## src/rtl/game_pkg.sv

```systemverilog
// Shared types and constants for the game state engine.
// Holds the FSM state encoding and BCD digit geometry used by the top and the score counter.
// Pure declarations: no logic, no latency.
package game_pkg;

  // Game FSM states.
  typedef enum logic [1:0] {
    ST_PLAY     = 2'd0,
    ST_HIT      = 2'd1,
    ST_INVULN   = 2'd2,
    ST_GAMEOVER = 2'd3
  } state_t;

  // Width of one BCD digit and the largest legal digit value.
  localparam int             BCD_W    = 4;
  localparam logic [BCD_W-1:0] BCD_NINE = 4'd9;

  // Widths of the lives and hit-index outputs.
  localparam int LIVES_W = 3;
  localparam int IDX_W   = 3;

endpackage

```

## src/rtl/bcd_counter.sv

```systemverilog
// Multi-digit BCD accumulator: adds INC on each inc_i, optionally saturating at all nines.
// Latency: value_o updates on the clock edge after inc_i/clr_i; clr_i has priority over inc_i.
// No backpressure: every request is absorbed in the cycle it is presented.
module bcd_counter
  import game_pkg::*;
#(
  parameter int DIGITS   = 3,
  parameter int INC      = 1,
  parameter int SATURATE = 1
) (
  input  logic                    Clk,
  input  logic                    ResetN,
  input  logic                    clr_i,
  input  logic                    inc_i,
  output logic [BCD_W*DIGITS-1:0] value_o
);

  localparam logic [BCD_W*DIGITS-1:0] ALL_NINES = {DIGITS{BCD_NINE}};

  logic [BCD_W*DIGITS-1:0] value_q, value_d;
  logic [BCD_W*DIGITS-1:0] sum;
  logic [4:0]              carry;
  logic [4:0]              dig;
  logic                    overflow;

  // Ripple a decimal add of INC through the digits; carry out of the top digit flags overflow.
  always_comb begin
    sum   = value_q;
    carry = 5'(INC);
    dig   = '0;
    for (int d = 0; d < DIGITS; d++) begin
      dig = {1'b0, value_q[d*BCD_W +: BCD_W]} + carry;
      if (dig > 5'd9) begin
        sum[d*BCD_W +: BCD_W] = 4'(dig - 5'd10);
        carry                 = 5'd1;
      end else begin
        sum[d*BCD_W +: BCD_W] = dig[BCD_W-1:0];
        carry                 = 5'd0;
      end
    end
    overflow = (carry != 5'd0);
  end

  // Select the next value: clear wins, then increment (held at all nines on overflow if saturating).
  always_comb begin
    value_d = value_q;
    if (clr_i) begin
      value_d = '0;
    end else if (inc_i) begin
      value_d = (overflow && (SATURATE != 0)) ? ALL_NINES : sum;
    end
  end

  // Score register with synchronous active-low reset.
  always_ff @(posedge Clk) begin
    if (!ResetN) begin
      value_q <= '0;
    end else begin
      value_q <= value_d;
    end
  end

  assign value_o = value_q;

endmodule

```

## src/rtl/game_state_engine.sv

```systemverilog
// Game rules engine: barrel collision detection, lives, invulnerability window and BCD score.
// Latency: a colliding tick shows on hitPulse/lives two cycles later; score one cycle after jumpPulse.
// No backpressure: tick, jumpPulse and restart are single-cycle events consumed immediately.
module game_state_engine
  import game_pkg::*;
#(
  parameter int N_BARRELS    = 4,
  parameter int LIVES_INIT   = 3,
  parameter int SCORE_DIGITS = 3,
  parameter int INVULN_TICKS = 16,
  parameter int HIT_W        = 10,
  parameter int HIT_H        = 5
) (
  input  logic                          Clk,
  input  logic                          ResetN,
  input  logic                          tick,
  input  logic [7:0]                    playerX,
  input  logic [6:0]                    playerY,
  input  logic [8*N_BARRELS-1:0]        barrelX,
  input  logic [7*N_BARRELS-1:0]        barrelY,
  input  logic [N_BARRELS-1:0]          barrelValid,
  input  logic                          jumpPulse,
  input  logic                          restart,
  output logic [LIVES_W-1:0]            lives,
  output logic [BCD_W*SCORE_DIGITS-1:0] score,
  output logic                          hitPulse,
  output logic [IDX_W-1:0]              hitIndex,
  output logic                          invuln,
  output logic                          gameOver
);

  state_t             state_q, state_d;
  logic [LIVES_W-1:0] lives_q, lives_d;
  logic [IDX_W-1:0]   hit_idx_q, hit_idx_d;
  logic               hit_pulse_q, hit_pulse_d;
  logic               invuln_q, invuln_d;
  logic               gameover_q, gameover_d;
  logic [7:0]         cnt_q, cnt_d;

  // Hitbox bounds, one bit wider than the coordinates so a box near the edge never wraps.
  logic [8:0] x_lo, x_hi;
  logic [7:0] y_lo, y_hi;
  assign x_lo = {1'b0, playerX};
  assign x_hi = {1'b0, playerX} + 9'(HIT_W);
  assign y_lo = {1'b0, playerY};
  assign y_hi = {1'b0, playerY} + 8'(HIT_H);

  logic [N_BARRELS-1:0] coll;

  for (genvar i = 0; i < N_BARRELS; i++) begin : g_coll
    logic [8:0] bx;
    logic [7:0] by;
    assign bx      = {1'b0, barrelX[8*i +: 8]};
    assign by      = {1'b0, barrelY[7*i +: 7]};
    assign coll[i] = barrelValid[i] && (bx >= x_lo) && (bx < x_hi) && (by >= y_lo) && (by < y_hi);
  end

  logic             any_coll;
  logic [IDX_W-1:0] coll_idx;

  // Priority encoder: report the lowest-numbered colliding channel.
  always_comb begin
    any_coll = |coll;
    coll_idx = '0;
    for (int k = N_BARRELS - 1; k >= 0; k--) begin
      if (coll[k]) begin
        coll_idx = IDX_W'(k);
      end
    end
  end

  // Next-state and next-output logic for the game FSM.
  always_comb begin
    state_d     = state_q;
    lives_d     = lives_q;
    hit_idx_d   = hit_idx_q;
    hit_pulse_d = 1'b0;
    cnt_d       = cnt_q;
    case (state_q)
      ST_PLAY: begin
        if (tick && any_coll) begin
          state_d   = ST_HIT;
          hit_idx_d = coll_idx;
        end
      end
      ST_HIT: begin
        hit_pulse_d = 1'b1;
        lives_d     = lives_q - 3'd1;
        if (lives_q <= 3'd1) begin
          lives_d = '0;
          state_d = ST_GAMEOVER;
        end else begin
          state_d = ST_INVULN;
          cnt_d   = 8'(INVULN_TICKS);
        end
      end
      ST_INVULN: begin
        // Collisions are ignored here; only the window counter advances.
        if (tick) begin
          if (cnt_q <= 8'd1) begin
            cnt_d   = '0;
            state_d = ST_PLAY;
          end else begin
            cnt_d = cnt_q - 8'd1;
          end
        end
      end
      ST_GAMEOVER: begin
        if (restart) begin
          state_d = ST_PLAY;
          lives_d = LIVES_W'(LIVES_INIT);
          cnt_d   = '0;
        end
      end
      default: begin
        state_d = ST_PLAY;
      end
    endcase
    invuln_d   = (state_d == ST_INVULN);
    gameover_d = (state_d == ST_GAMEOVER);
  end

  // State and registered outputs with synchronous active-low reset.
  always_ff @(posedge Clk) begin
    if (!ResetN) begin
      state_q     <= ST_PLAY;
      lives_q     <= LIVES_W'(LIVES_INIT);
      hit_idx_q   <= '0;
      hit_pulse_q <= 1'b0;
      invuln_q    <= 1'b0;
      gameover_q  <= 1'b0;
      cnt_q       <= '0;
    end else begin
      state_q     <= state_d;
      lives_q     <= lives_d;
      hit_idx_q   <= hit_idx_d;
      hit_pulse_q <= hit_pulse_d;
      invuln_q    <= invuln_d;
      gameover_q  <= gameover_d;
      cnt_q       <= cnt_d;
    end
  end

  // Points count in every live state; a restart from game over clears the score.
  logic score_inc, score_clr;
  assign score_inc = jumpPulse && (state_q != ST_GAMEOVER);
  assign score_clr = restart && (state_q == ST_GAMEOVER);

  bcd_counter #(
    .DIGITS  (SCORE_DIGITS),
    .INC     (1),
    .SATURATE(1)
  ) u_score (
    .Clk    (Clk),
    .ResetN (ResetN),
    .clr_i  (score_clr),
    .inc_i  (score_inc),
    .value_o(score)
  );

  assign lives    = lives_q;
  assign hitPulse = hit_pulse_q;
  assign hitIndex = hit_idx_q;
  assign invuln   = invuln_q;
  assign gameOver = gameover_q;

endmodule

```

## config.mk

```make
export PLATFORM = sky130hd
export DESIGN_NAME = game_state_engine
export DESIGN_NICKNAME = d
export VERILOG_FILES = /design/src/rtl/game_pkg.sv /design/src/rtl/bcd_counter.sv /design/src/rtl/game_state_engine.sv
export SDC_FILE = /design/constraint.sdc
export NUM_CORES = 1
export LEC_CHECK = 0
export BUFFER_PORTS_ARGS = -buffer_cell sky130_fd_sc_hd__buf_2
export CAP_MARGIN = 20
export CORE_ASPECT_RATIO = 0.7
export CORE_MARGIN = 2
export CORE_UTILIZATION = 60
export DETAILED_ROUTE_END_ITERATION = 10
export PLACE_DENSITY = 0.89
export REMOVE_ABC_BUFFERS = 1
export SYNTH_ARGS = -nofsm -noshare
export SYNTH_HDL_FRONTEND = slang
export SYNTH_SLANG_ARGS = --single-unit
```

## constraint.sdc

```tcl
create_clock -name Clk -period 9.6 [get_ports Clk]
set_clock_uncertainty 0.1 [all_clocks]
set_input_delay 0 -clock Clk [delete_from_list [all_inputs] [get_ports Clk]]
set_output_delay 0 -clock Clk [all_outputs]
set_load 0.005 [all_outputs]
```

# After elaboration in Yosys (flattened, before gate mapping)
# Index checks and enable logic that the tools add are counted.
totals:
  regBits: 31
  in_bits: 84
  elab_cells: 103
  output_inout_bits: 21
op_classes:
  n_eq_ne: 9
  addsub: 10
  magnitude_cmp: 21
  mux: 26
  n_reduce_logical: 28
  bitwise: 1
op_table:
  columns: ["operator", "count"]
  rows:
  - ["8-bit by 9-bit less-than comparator with 1-bit output", 4]
  - ["8-bit >= comparator", 4]
  - ["7-bit by 8-bit less-than comparator with 1-bit output", 4]
  - ["8-bit 2-to-1 mux", 4]
  - ["7-bit >= comparator", 4]
  - ["8-bit case mux with 3 select lines", 1]
  - ["1-bit logical AND", 19]
  - ["5-bit by 4-bit greater-than comparator with 1-bit output, second input constant", 3]
  - ["3-bit 2-to-1 mux", 5]
  - ["12-bit 2-to-1 mux", 1]
  - ["4-bit 2-to-1 mux", 3]
  - ["4-bit subtractor, second input constant", 3]
  - ["4-bit by 1-bit adder with 5-bit output", 2]
  - ["2-bit 2-to-1 mux", 5]
  - ["8-bit by 4-bit adder with 9-bit output, second input constant", 1]
  - ["7-bit by 3-bit adder with 8-bit output, second input constant", 1]
  - ["2-bit equality test, second input constant", 4]
  - ["8-bit by 1-bit less-or-equal comparator with 1-bit output, second input constant", 1]
  - ["2-bit != test, second input constant", 4]
  - ["2-bit case mux with 4 select lines", 1]
  - ["8-bit by 1-bit subtractor with 8-bit output, second input constant", 1]
  - ["3-bit case mux with 2 select lines", 1]
  - ["4-bit by 1-bit adder with 5-bit output, second input constant", 1]
  - ["1-bit 2-to-1 mux", 5]
  - ["other kinds (12)", 13]

# Depth between registers and ports, before layout
# Gate-level depths: netlist (run 1).
logic_depth:
  depth_word: 11
  depth_mapped: 21
  mapped_depth_nobuf: 21

# Hierarchy
# From an unflattened synthesis (run 1), not the netlist that was laid out.
unflattened:
  cells_unflattened: 543
  area_unflattened_um2: 4548.1
by_module_without_submodules:
  columns: ["mod", "seq_area_each_um2", "cells_per_inst", "instances", "area_per_inst_um2"]
  rows:
  - ["game_state_engine", 360.3, 429, 1, 3607.2]
  - ["bcd_counter", 240.2, 114, 1, 940.9]

# Least setup slack after synthesis (run 1)
# No wires, ideal clock.
synth_timing:
  kind: "register -> register"
  from: "register u_score.value_q[0] (netlist: u_score.value_o[0])"
  to: "register u_score.value_q[1] (netlist: u_score.value_o[1])"
  path_slack_ns: 5.640
  path_stages_with_launch: 21
  arrival_ns: 3.767
  period_less_slack_ns: 3.960
  path_cell_list: "dfxtp_1 ha_1 xor2_1 inv_1 ha_1 a21oi_1 o22ai_1 a22o_1 ha_1 nand3_1 xor2_1 o21ai_0 a21oi_1 inv_1 ha_1 ha_1 o21ai_0 nand2b_1 a21oi_1 nand2_1 o32ai_1"
synth_via:
  elab_chain_len: 11
synth_lines:
  columns: ["element", "line_no", "source"]
  rows:
  - ["start, declared", "bcd_counter.sv:20", "logic [BCD_W*DIGITS-1:0] value_q, value_d;"]
  - ["start signal, assigned", "bcd_counter.sv:59", "value_q <= value_d;"]
  - ["4-bit by 1-bit adder with 5-bit output (*)", "bcd_counter.sv:32", "dig = {1'b0, value_q[d*BCD_W +: BCD_W]} + carry;"]
  - ["5-bit by 4-bit greater-than comparator with 1-bit output", "bcd_counter.sv:33", "if (dig > 5'd9) begin"]
  - ["1-bit 2-to-1 mux", "bcd_counter.sv:33", null]
  - ["4-bit by 1-bit adder with 5-bit output", "bcd_counter.sv:32", null]
  - ["5-bit by 4-bit greater-than comparator with 1-bit output", "bcd_counter.sv:33", null]
  - ["1-bit 2-to-1 mux", "bcd_counter.sv:33", null]
  - ["4-bit by 1-bit adder with 5-bit output", "bcd_counter.sv:32", null]
  - ["5-bit by 4-bit greater-than comparator with 1-bit output", "bcd_counter.sv:33", null]
  - ["1-bit 2-to-1 mux", "bcd_counter.sv:33", null]
  - ["5-bit nonzero test", "bcd_counter.sv:41", "overflow = (carry != 5'd0);"]
  - ["12-bit 2-to-1 mux (*)", "bcd_counter.sv:50", "value_d = (overflow && (SATURATE != 0)) ? ALL_NINES : sum;"]
# Mark *: on every way between the ends. The rest lies on a longest branch, timed or not.
# A chain may end at the register's enable or synchronous reset.

# Worst setup path in the final report (run 1)
# Ends and elaborated chain as after synthesis.

==> impl_results.md, run 1 <==
* Ports at 105
* R2R Path Start: u_score.value_o[0]
* Dpl hpwl at 9776 um
* RePlAce Congestion at 0.9376
* Final Cycle Share at 50.09%
* Wire length per cell at 16.13 um
* Slew headroom at between 40% and 50%
* Crit-path max FO at 8
* Grt ovf at 0
* Post-synthesis cell type count at 57
* Net count, final at 831
* Fin crit period at around 4.8 ns
* IO buf count at 103
* Sink Count at 30
* Synth top area share at 37.62%
* Post-synthesis async set-or-reset flop share at 0%
* CTS tree: built
* Synthesized area at 4290 um^2
* Worst hold slack at around 0.091 ns
* DRC at 0
* Peak VDD IR at 0.06779 mV
* Die Ht at 74.75 um
* Critical Path Most Common Cell: ha_1
* DR pass1 iterations at 5
* Post-synth EDFFs at 0
* Worst-Margin Slew at around 0.75 ns
* Syn_area_per_cell at about 8.4 um^2
* Critical hold path startpoint: restart
* Sequential cell area fraction in the yosys report at 14.00%
* Num CTS Buffers at 5
* Hold Path Class: in2reg
* CP max stage cell: a21oi_1
* Met2 routed WL at 5388 um
* CP Cell Sequence: ha_1, xor2_1, inv_1, ha_1, a21oi_1, o22ai_1, a22o_1, ha_1, nand3_1, xor2_1, o21ai_0, a21oi_1, inv_1, ha_1, ha_1, o21ai_0, nand2b_1, a21oi_1, nand2_1, o32ai_1
* Crit path DAT at 4.90 ns
* CP Class: reg2reg
* Slew Viols, Final at 0
* Later-pin clock latency in the skew report at around 0.29 ns
* Crit path from: u_score.value_o[0]
* Syn Inst Count at 513
* Final Instance Area at 5004 um^2
* Critical path capture point type: flip-flop
* Most common cell after layout, fill and taps aside: ha_1
* Vias in the first global route at 4265
* Share of post-route cells with drive strength above 1 at 19.39%
* Core area at 6850 um^2
* Total wire length at 11500 um
* RSZ-0062 raised after global routing: false
* CTS resizes at 0
* # diodes at 0
* DP Area at 4892 um^2
* Met3 wire length at 632 um
* Most frequent cells in the layout: 129 x ha_1, 103 x buf_2, 45 x inv_1
* Antenna violations before repair at 0
* Static Leak at 2.576 nW
* FP Rows at 25
* Root Driver: clkbuf_8
* Area grow syn2layout at 16.62%
* Largest net degree at the start of global routing at 11
* ANT nets after route at 0
* Max-cap violations at 0
* Initial Util at 62.63%
* Clock Tree Buf Depth at 2
* Vias per cell at 6.144
* Die area at between 7000 and 8000 um^2
* Status: finished clean
* TNS Setup at 0 ns
* Final setup viols at 0
* Synth warn at 0
* Crit-path max cell delay at ~0.5 ns
* Post-CTS setup buffer count at 0
* H-tree levels at 2
* Via count at 4381
* Initial DRC count at roughly 200
* #FFs+latches synth at 30
* Ranking of synthesized cells by area: ha_1 38%, dfxtp_1 14%, a21oi_1 4.3%, inv_1 3.9%, o21ai_0 3.1%
* CP Launch Type: flip-flop
* First-pass GRT wire length at 18800 um
* Wire length on met1 at 5263 um
* F_max at 208.0 MHz
* Post-synth top area cell: ha_1
* Top Metal Used: met4
* All-Layer GR Usage at 29.32%
* Final Hold Viols at 0
* Critical Path RT at 9.69 ns
* Primary FF master, synth: dfxtp_1
* Pwr dens at 89.57 nW/um^2
* Die Wd at 105.1 um
* Clock slew at reported path FFs at 0.06 ns
what timing repair did:
item                                   in CTS  in global routing
setup endpoints to repair                   0                  0
endpoints found under the hold margin       5                  0
hold buffers                                2                  0
where the power goes:
part | total, mW | internal (mW) | switching (mW) | leakage [nW]
logic | 0.205 | 0.0912 | 0.114 | 2.28
clock network | 0.106 | 0.0577 | 0.0479 | 0.0482
registers | 0.138 | 0.131 | 0.00674 | 0.244
layout make-up:
class                   instances  area (um^2)
multi-input cells             429         3482
clock buffers                   7        86.33
repair buffers                105        535.5
fillers                       544         1847
well taps                      94        117.6
clock inverters                 1        5.005
flip-flops and latches         30        600.6
inverters                      47        176.4
synth_stat cells (all sizes together) (3+ instances only):
cell type	n
a21o	5
ha	129
a22oi	5
nand2b	12
a2111oi	6
o211ai	6
nand3b	3
nor2	33
and3	4
nor2b	6
nor4	7
dfxtp	30
and2	3
o21ai	32
a221oi	3
xor2	8
a31oi	3
clkbuf	5
o2111ai	5
nand3	11
inv	47
o21a	14
nand4	7
xnor2	14
nand2	26
o21bai	4
a21oi	39
nor3	7
a211oi	10
worst max-delay path, delay by kind of cell, from the launching register on:
kind	cells	cell delay, ns
flops	1	0.43
simple gates	3	0.35
fa+ha+maj	5	1.23
compound gates	8	1.85
xor+xnor	2	0.60
buf+inv	2	0.16
flip-flops by register name (all words and copies together), names as in the netlist:
| signal | count |
|---|---|
| invuln | 1 |
| lives | 3 |
| hitPulse | 1 |
| gameOver | 1 |
| u_score.value_o | 12 |
| state_q | 2 |
| cnt_q | 8 |
| hitIndex | 2 |
worst paths after layout:
| check | cells past startpoint | slack [ns] | end |
|---|---|---|---|
| setup reg to reg | 20 | 4.79 | u_score.value_o[1] |
| hold / removal | 4 | 0.09 | invuln |
| setup / recovery | 20 | 4.79 | u_score.value_o[1] |
| hold reg to reg | 2 | 0.41 | hitIndex[0] |
stage by stage:
step | power (mW) | std cells | worst slack [ns] | utilization [%]
final | 0.4482 | 713 | 4.791 | 73.04
after global routing | 0.4801 | 713 | 4.399 | 73.04
after CTS | 0.4450 | 713 | 4.843 | 73.04
after detailed placement | 0.3402 | 703 | 4.873 | 71.42
after global placement | 0.3241 | 703 | 5.301 | 71.42
after floorplan | 0.2706 | 506 | 5.640 | -
layer usage:
layer | global-route usage [%] | vias to the layer above
li1 | - | 2120
met1 | 36.49 | 2081
met2 | 53.97 | 154
met3 | 3.550 | 26
met4 | 9.778 | 0
met5 | 0 | -
cells by family (layout without fill, tap and decap cells):
kind of cell / count (synthesis) / after routing / share of synthesized area (%)
other: 1 / 1 / 0.08741
buffers and inverters: 54 / 160 / 4.841
XOR/XNOR: 22 / 22 / 4.491
flip-flops: 30 / 30 / 14.00
multiplexers: 2 / 2 / 0.4666
AO/OA/AOI/OAI: 148 / 148 / 23.30
AND/OR/NAND/NOR: 127 / 127 / 15.19
adder cells (fa/ha/maj): 129 / 129 / 37.62
(Power assumes the default switching activity.)
==> run 2, diff against run 1 <==
- CORE_UTILIZATION: 60 -> 56
- PLACE_DENSITY: 0.89 -> 0.84
- clock period: 9.6 -> 4.5 ns (I/O delays scaled with it)
==> impl_results.md, run 2 (same netlist as run 1, synthesis figures left out) <==
* Status: finished clean (unchanged)
* Final Cycle Share at 92.03% (was 50.09%)
* Sink Count at 30 (unchanged)
* IO buf count at 103 (unchanged)
* Crit-path max FO at 8 (unchanged)
* Initial Util at 58.36% (was 62.63%)
* RePlAce Congestion at 0.9096 (was 0.9376)
* Max-cap violations at 0 (unchanged)
* Clock Tree Buf Depth at 2 (unchanged)
* Worst-Margin Slew at 0.7791 ns (was 0.7535 ns)
* Die Ht at 77.23 um (was 74.75 um)
* Buf/Inv on CP at 4 (was 2)
* Initial DRC count at 207 (was 198)
* CP Cell Sequence: ha_2, xor2_2, inv_1, ha_1, a21oi_1, o22ai_1, a22o_1, ha_1, ha_1, inv_1, a21oi_1, a21oi_2, inv_1, ha_1, ha_1, nand2_1, and3_1, nor2_1, a21oi_1, buf_4, nand2_1, o21ai_0 (was ha_1, xor2_1, inv_1, ha_1, a21oi_1, o22ai_1, a22o_1, ha_1, nand3_1, xor2_1, o21ai_0, a21oi_1, inv_1, ha_1, ha_1, o21ai_0, nand2b_1, a21oi_1, nand2_1, o32ai_1)
* All-Layer GR Usage at 27.41% (was 29.32%)
* R2R Path Start: u_score.value_o[1] (was u_score.value_o[0])
* Critical hold path startpoint: tick (was restart)
* Crit path from: u_score.value_o[1] (was u_score.value_o[0])
* Share of post-route cells with drive strength above 1 at 20.39% (was 19.39%)
* Via count at 4213 (was 4381)
* Post-CTS setup buffer count at 0 (unchanged)
* Crit-path max cell delay at 0.39 ns (was 0.50 ns)
* Num CTS Buffers at 5 (unchanged)
* FP Rows at 26 (was 25)
* H-tree levels at 2 (unchanged)
* DP Area at 4905 um^2 (was 4892 um^2)
* F_max at 241.5 MHz (was 208.0 MHz)
* Crit path max-delay family: adder cells (was compound AO/OA/AOI/OAI gates)
* # diodes at 0 (unchanged)
* Largest net degree at the start of global routing at 11 (unchanged)
* RSZ-0062 raised after global routing: false (unchanged)
* Later-pin clock latency in the skew report at 0.28 ns (was 0.29 ns)
* Static Leak at 2.572 nW (was 2.576 nW)
* Slew Viols, Final at 0 (unchanged)
* Antenna violations before repair at 0 (unchanged)
* First-pass GRT wire length at 18800 um (about the same)
* Dpl hpwl at 9530 um (was 9776 um)
* Clock slew at reported path FFs at 0.07 ns (was 0.06 ns)
* Root Driver: clkbuf_8 (unchanged)
* Wire length per cell at 15.34 um (was 16.13 um)
* DR pass1 iterations at 4 (was 5)
* Most common cell after layout, fill and taps aside: ha_1 (unchanged)
* Vias per cell at 5.884 (was 6.144)
* CP max stage cell: dfxtp_1 (was a21oi_1)
* DRC at 0 (unchanged)
* Final Instance Area at 5016 um^2 (was 5004 um^2)
* CP Class: reg2reg (unchanged)
* Fin crit period at 4.141 ns (was 4.809 ns)
* Slew headroom at 47.58% (was 49.30%)
* CTS tree: built (unchanged)
* Total power at 0.9208 mW (was 0.4482 mW)
* Final Hold Viols at 0 (unchanged)
* Die area at 8388 um^2 (was 7854 um^2)
* ANT nets after route at 0 (unchanged)
* Final setup viols at 0 (unchanged)
* Fin util at 68.23% (was 73.04%)
* Ports at 105 (unchanged)
* Area grow syn2layout at 16.91% (was 16.62%)
* Crit path DAT at 4.25 ns (was 4.90 ns)
* Critical Path RT at 4.60 ns (was 9.69 ns)
* Critical path capture point type: flip-flop (unchanged)
* Pwr dens at 183.6 nW/um^2 (was 89.57 nW/um^2)
* Total wire length at 10980 um (was 11500 um)
* Hold Path Class: in2reg (unchanged)
* Die Wd at 108.6 um (was 105.1 um)
* Net count, final at 831 (unchanged)
* Critical Path Most Common Cell: ha_1 (unchanged)
* Vias in the first global route at 4160 (was 4265)
* Peak VDD IR at 0.1808 mV (was 0.06779 mV)
* TNS Setup at 0 ns (unchanged)
* Most frequent cells in the layout: 128 x ha_1, 103 x buf_2, 45 x inv_1 (was 129 x ha_1, 103 x buf_2, 45 x inv_1)
* Largest register FFs at 12 (unchanged)
* Grt ovf at 0 (unchanged)
* CP Launch Type: flip-flop (unchanged)
* Core area at 7352 um^2 (was 6850 um^2)
## run 2: changes by cell type in the layout (fill, tap and decap cells not counted), sizes merged
cell and change:
buf +1, clkinv +1, clkbuf -2, dlygate4sd3 -1
## run 2: repair_timing
item,CTS,global route
endpoints found under the hold margin,3,0
hold buffers,1,0
resized for setup,0,5
endpoints found under the setup margin,0,9
## run 2: tightest hold or removal path, stage by stage
cell,delay [ns]
buf_2,0.11
nand2_1,0.05
a21oi_1,0.08
nor2_1,0.11
## run 2: final timing paths
kind / endpoint / cells past startpoint / slack (ns)
worst min register to register: hitIndex[0] / 2 / 0.40
worst max register to register: u_score.value_o[2] / 22 / 0.36
worst min-delay path: state_q[1] / 4 / 0.02
worst max-delay path: u_score.value_o[2] / 22 / 0.36
## run 2: where the power goes
group          internal [mW]  switching [mW]  total (mW)
sequential             0.279          0.0150       0.294
combinational          0.193           0.235       0.428
clock                  0.103          0.0952       0.199
total                  0.576           0.345       0.921
## run 2: area by class of cell
cell class,instances,area [um^2]
Fill cell,612,2336
Sequential cell,30,601.8
Inverter,47,176.4
Timing Repair Buffer,105,533.0
Multi-Input combinational cell,429,3503
Clock buffer,5,68.82
Clock inverter,2,10.01
Tap cell,98,122.6
## run 2: per-layer routing
metal	wire, um	part of all wire, %	track usage, %
met2	5047	46	46.31
met5	0	0	0
met3	499	4.5	2.806
met4	167	1.5	6.667
met1	5268	48	37.14
## run 2: metrics by stage
stage / hold slack (ns) / setup slack (ns) / instances
2_1_floorplan: 0.02171 / 0.5401 / 506
3_3_place_gp: 0.2218 / 0.4855 / 708
3_5_place_dp: 0.2191 / 0.1728 / 708
4_1_cts: 0.01131 / 0.1259 / 716
5_1_grt: 0.03568 / 0.06360 / 716
6_report: 0.01997 / 0.3587 / 716
